File: config.mk
export PLATFORM = sky130hd
export DESIGN_NAME = x_reg_seq
export DESIGN_NICKNAME = d
export VERILOG_FILES = /design/src/rtl/x_reg_seq.sv
export SDC_FILE = /design/constraint.sdc
export NUM_CORES = 1
export LEC_CHECK = 0
export CAP_MARGIN = 20
export CORE_ASPECT_RATIO = 0.75
export CORE_MARGIN = 2
export CORE_UTILIZATION = 42
export DETAILED_ROUTE_END_ITERATION = 8
export GPL_TIMING_DRIVEN = 0
export PLACE_DENSITY = 0.89
export SLEW_MARGIN = 30
export SYNTH_ARGS = -nofsm -noshare
export SYNTH_HDL_FRONTEND = slang
export SYNTH_SLANG_ARGS = --single-unit
File: constraint.sdc
create_clock -name CLK -period 5.61 [get_ports CLK]
set_input_delay 0.8415 -clock CLK [delete_from_list [all_inputs] [get_ports CLK]]
set_output_delay 0.8415 -clock CLK [all_outputs]
set_load 0.05 [all_outputs]
File: src/rtl/x_reg_seq.sv
// Sequencer for one X_REG (DEPTH x DW, single port, registered read): loads a
// vector from an upstream stream and re-streams it downstream on command.
module x_reg_seq #(
  parameter int DW    = 16,
  parameter int DEPTH = 32,
  parameter int AW    = 5
) (
  input  logic          CLK,
  input  logic          RST,
  input  logic [AW:0]   LEN,
  input  logic          LOAD_START,
  input  logic          STREAM_START,
  input  logic          IN_VALID,
  output logic          IN_READY,
  input  logic [DW-1:0] IN_DATA,
  output logic          OUT_VALID,
  input  logic          OUT_READY,
  output logic [DW-1:0] OUT_DATA,
  output logic          OUT_LAST,
  output logic          BUSY,
  output logic          LOADED,
  output logic          XR_EN,
  output logic          XR_WRITE,
  output logic [AW-1:0] XR_IDX,
  output logic [DW-1:0] XR_DIN,
  input  logic [DW-1:0] XR_DOUT,
  output logic [1:0]    DBG_STATE
);

  // Handshakes: a word moves on any rising edge where VALID && READY are both
  // high; VALID never drops and the payload never changes while READY is low.

  localparam logic [1:0] S_IDLE   = 2'd0;
  localparam logic [1:0] S_LOAD   = 2'd1;
  localparam logic [1:0] S_HOLD   = 2'd2;
  localparam logic [1:0] S_STREAM = 2'd3;

  localparam logic [AW:0] DEPTH_W = (AW+1)'(DEPTH);
  localparam logic [AW:0] ONE     = (AW+1)'(1);

  logic [1:0]  state_q, state_d;
  logic [AW:0] len_q, len_d;
  logic [AW:0] wptr_q, wptr_d;
  logic [AW:0] rptr_q, rptr_d;
  logic        out_valid_q, out_valid_d;

  logic [AW:0] len_eff;
  logic [AW:0] last_idx;
  logic [AW:0] rptr_next;
  logic        out_acc;
  logic        last_acc;

  // Zero or oversize lengths fall back to a full-depth vector.
  assign len_eff   = (LEN == '0 || LEN > DEPTH_W) ? DEPTH_W : LEN;
  assign last_idx  = len_q - ONE;
  assign rptr_next = rptr_q + ONE;
  assign out_acc   = out_valid_q && OUT_READY;
  assign last_acc  = out_acc && (rptr_q == last_idx);

  always_comb begin
    state_d     = state_q;
    len_d       = len_q;
    wptr_d      = wptr_q;
    rptr_d      = rptr_q;
    out_valid_d = out_valid_q;
    case (state_q)
      S_IDLE: begin
        if (LOAD_START) begin
          state_d = S_LOAD;
          len_d   = len_eff;
          wptr_d  = '0;
        end
      end
      S_LOAD: begin
        if (IN_VALID) begin
          wptr_d = wptr_q + ONE;
          if (wptr_q == last_idx) state_d = S_HOLD;
        end
      end
      S_HOLD: begin
        if (LOAD_START) begin
          state_d = S_LOAD;
          len_d   = len_eff;
          wptr_d  = '0;
        end else if (STREAM_START) begin
          state_d = S_STREAM;
          rptr_d  = '0;
        end
      end
      S_STREAM: begin
        // The first STREAM cycle only issues the read of index 0.
        if (!out_valid_q) begin
          out_valid_d = 1'b1;
        end else if (last_acc) begin
          out_valid_d = 1'b0;
          state_d     = S_HOLD;
        end else if (out_acc) begin
          rptr_d = rptr_next;
        end
      end
      default: state_d = S_IDLE;
    endcase
  end

  always_ff @(posedge CLK) begin
    if (RST) begin
      state_q     <= S_IDLE;
      len_q       <= '0;
      wptr_q      <= '0;
      rptr_q      <= '0;
      out_valid_q <= 1'b0;
    end else begin
      state_q     <= state_d;
      len_q       <= len_d;
      wptr_q      <= wptr_d;
      rptr_q      <= rptr_d;
      out_valid_q <= out_valid_d;
    end
  end

  always_comb begin
    XR_EN    = 1'b0;
    XR_WRITE = 1'b0;
    XR_IDX   = '0;
    XR_DIN   = '0;
    case (state_q)
      S_LOAD: begin
        XR_EN    = IN_VALID;
        XR_WRITE = IN_VALID;
        XR_IDX   = wptr_q[AW-1:0];
        XR_DIN   = IN_DATA;
      end
      S_STREAM: begin
        // Re-read the presented index on stall so XR_DOUT stays put; no read
        // is issued once the last word is taken.
        XR_EN  = !last_acc;
        XR_IDX = (out_acc && !last_acc) ? rptr_next[AW-1:0] : rptr_q[AW-1:0];
      end
      default: ;
    endcase
  end

  assign IN_READY  = (state_q == S_LOAD);
  assign OUT_VALID = out_valid_q;
  assign OUT_DATA  = XR_DOUT;
  assign OUT_LAST  = out_valid_q && (rptr_q == last_idx);
  assign BUSY      = (state_q == S_LOAD) || (state_q == S_STREAM);
  assign LOADED    = (state_q == S_HOLD);
  assign DBG_STATE = state_q;

endmodule

==> results.md <==
- Status: complete, no violations
- Clock skew: 0.00203 ns
- Dpl cells: 331
- Cell taking the most area after synthesis: dfxtp_1
- Sequential power share: 0.377
- Cells after Synth: 206
- Die Y: 58.0 um
- Clk Latency, worst-skew pair: 0.26 ns
- Post-Syn Area: 0.00163 sq mm
- Layout cells sized above 1: 0.102
- Die W: 76.0 um
- Vias in the first global route: 1626
- CTS H-tree lvls: 1
- Maximum root-to-sink buffer count: 2
- Iter 0 DRT Violations: 151
- Core area: 0.00368 sq mm
- Share of the synthesized area in the top cell type: 0.257
- Crit path buffers/inverters: 2
- Routed wire per std cell: 13.6 um
- Largest family of logic cells by synthesized area: simple AND/OR/NAND/NOR gates
- Clk slew on worst S/H paths: 0.08 ns
- Area occupied by multi-input gates: 0.00102 sq mm
- Initial core utilization: 0.443
- Crit path time final: 4.14 ns
- RSZ-0062 raised after global routing: no
- Mux cell area share after synthesis: 0.0130
- Compound-Gate Fraction of Synth Area: 0.140
- CP delay by family, top: buffers and inverters
- Min-delay src: wptr_q[5]$_SDFFE_PP0P_
- Reg2reg start: len_q[0]$_SDFFE_PP0P_
- Vias: 1722
- Syn Area/Cell: 7.93 sq um
- Num CTS Buffers: 3
- Final WL: 4.55 mm
- Antenna Cells: 0
- Power per cell area: 167 mW/mm^2
- Global-route wire length before repair: 7.53 mm
- CP max stage cell: clkdlybuf4s50_1
- VDD IR max: 0.0949 mV
- Synth cell count leaders: dfxtp_1 (21), nand2_1 (21), and2_1 (17), buf_4 (16), a21oi_1 (14)
- Distinct cells, synth: 41
- Post-DRT Antenna Nets: 0
- Setup TNS: 0 ns
- Syn-to-layout area delta: 51.5%
- Layout Nets: 331
- Seq/Total Area, Yosys: 0.257
- Hold EP: wptr_q[5]$_SDFFE_PP0P_
- CP max stage delay: 0.83 ns
- Worst endpoint data arrival time: 3.30 ns
- Grt ovf: 0
- Slew headroom: 0.645
- Root Buffer Master: clkbuf_8
- Part of the power in the clock network: 0.241
- CP endpoint kind: primary output
- P_leak: 0.904 nW
- WS Path Type: reg2out
- Count of cells resized by post-cts repair: 0
- Adder-cell share of the synthesized area: 0.0230
- Main flop type after synthesis: dfxtp_1
- DR pass1 iterations: 4
- WP data required: 4.77 ns
- CTS tree: done
- F_max: 0.242 GHz
- Combinational share of power: 0.381
- Post-route DRC: 0
- DP HPWL: 3.61 mm
- Top cells by area, synth: dfxtp_1 (26%), buf_4 (7.4%), xnor2_1 (7.0%)
- Port Buffers: 73
- Synth warn: 0
- FILL cells: 306
- Startpoint types: flop
- Total GRT Usage: 0.210
- Final worst path period share: 0.738
- Sw Share: 0.347
- Synthesized flop and latch total: 21
- Register area: 420 sq um
- Max Cap Violations: 0
- CP Cell Sequence: inv_1 > ha_1 > nor3b_1 > xnor2_1 > nor4_4 > a21oi_1 > mux2i_1 > o21ai_0 > clkdlybuf4s50_1
- Worst r2r path cells: 9
- Sw Pwr: 0.144 mW
- Largest net degree at the start of global routing: 12
- Synth Net Count: 253
- Worst Tran Pin Value: 0.533 ns
- Post-CTS setup buffers: 0
- Sinks on Clock Net: 21
- Initial antenna violation count: 0
- # setup viols final: 0
- R2r endpoint: rptr_q[2]$_SDFFE_PP0P_
- Hold path depth: 2
- CTS Hold Bufs: 0
- Fin cells: 335
- R2R setup slack: 3.14 ns
- Vias/cell: 5.14
- HP Class: reg2reg
- Post-synth EDFFs: 0
- Final hold vios: 0
- Final Wtd Congestion: 0.858
- Ports: 90
- Post-synth ARST share: 0
- Internal Pwr Total: 0.270 mW
- Fraction of synthesized cell area in xor and xnor cells: 0.141
- CP Max Fanout: 8
- Die area: 0.00441 sq mm
- Synth Area in Simple Gates: 0.306
- Row cnt: 19
- Final Max Tran Viols: 0
-- power by group through the flow --
stage	sequential [mW]	clock, mW	combinational [mW]
2_1_floorplan	0.161	0	0.100
3_3_place_gp	0.160	0	0.155
3_5_place_dp	0.160	0	0.158
4_1_cts	0.156	0.102	0.158
5_1_grt	0.157	0.109	0.166
6_report	0.156	0.100	0.158
-- stage by stage --
stage          utilization  hold slack [ns]  setup slack (ns)  area [sq um]  power [mW]
2_1_floorplan            -            0.468              1.90          1630       0.261
4_1_cts              0.672            0.507              1.47          2470       0.417
5_1_grt              0.672            0.544              1.25          2470       0.432
3_5_place_dp         0.659            0.496              1.75          2430       0.317
3_3_place_gp         0.659            0.492              1.78          2430       0.315
6_report             0.672            0.504              1.47          2470       0.414
-- metal layers --
metal	track usage	up-vias	wire length, um
met5	0	-	0
li1	-	851	-
met1	0.277	781	1910
met3	0.0748	2	520
met2	0.349	88	2110
met4	0.0182	0	4
-- kinds of logic (layout without fill, tap and decap cells) --
| family | count (synthesis) | in the layout |
|---|---|---|
| fa+ha+maj | 3 | 3 |
| simple gates | 86 | 86 |
| xor+xnor | 23 | 23 |
| buf+inv | 34 | 111 |
| flops | 21 | 21 |
| mux | 2 | 2 |
| compound gates | 37 | 37 |
-- registers in the layout, indices dropped and copies added (netlist names) --
name and flops:
DBG_STATE 2, OUT_VALID 1, len_q 6, rptr_q 6
wptr_q 6
-- how the worst max path moves through the flow --
stage,slack (ns),endpoint,cells past startpoint,start
floorplan,1.90,XR_IDX[1],8,len_q[0]$_SDFFE_PP0P_
global placement,1.78,XR_IDX[1],9,len_q[0]$_SDFFE_PP0P_
detailed placement,1.75,XR_IDX[0],6,OUT_READY
CTS,1.47,XR_IDX[1],9,len_q[0]$_SDFFE_PP0P_
global route,1.25,XR_IDX[3],9,len_q[0]$_SDFFE_PP0P_
finish,1.47,XR_IDX[1],9,len_q[0]$_SDFFE_PP0P_
-- area by class of cell --
type / instances / share of cell area
buffer: 28 / 0.0698
timing repair buffer: 73 / 0.295
tap: 52 / 0.0263
sequential: 21 / 0.170
multi-input combinational: 151 / 0.412
clock buffer: 4 / 0.0182
inverter: 6 / 0.00910
-- tightest hold or removal path, stage by stage (launching register included) --
cell,delay [ns]
dfxtp_1,0.32
o21ai_0,0.07
a211oi_1,0.06
-- cells in the final DEF (no fill, tap or decap), drive strengths merged --
master,netlist,routed
xnor2,13,13
xor2,8,8
o31a,1,1
a22oi,1,1
mux2,1,1
clkbuf,10,14
a21o,1,1
xnor3,2,2
a21oi,14,14
a211o,2,2
nand2b,3,3
and3,2,2
nand4,4,4
clkdlybuf4s50,0,73
inv,6,6
or3,3,3
buf,18,18
a31oi,2,2
nor4,1,1
nor3,6,6
o211ai,1,1
nand3,12,12
o21ai,7,7
o32ai,1,1
nor2b,3,3
nand3b,5,5
or3b,1,1
nand2,21,21
or2,1,1
mux2i,1,1
ha,3,3
a211oi,7,7
and2,17,17
dfxtp,21,21
nor2,5,5
nor3b,2,2
No activity file was read; power rests on OpenSTA's default activity.
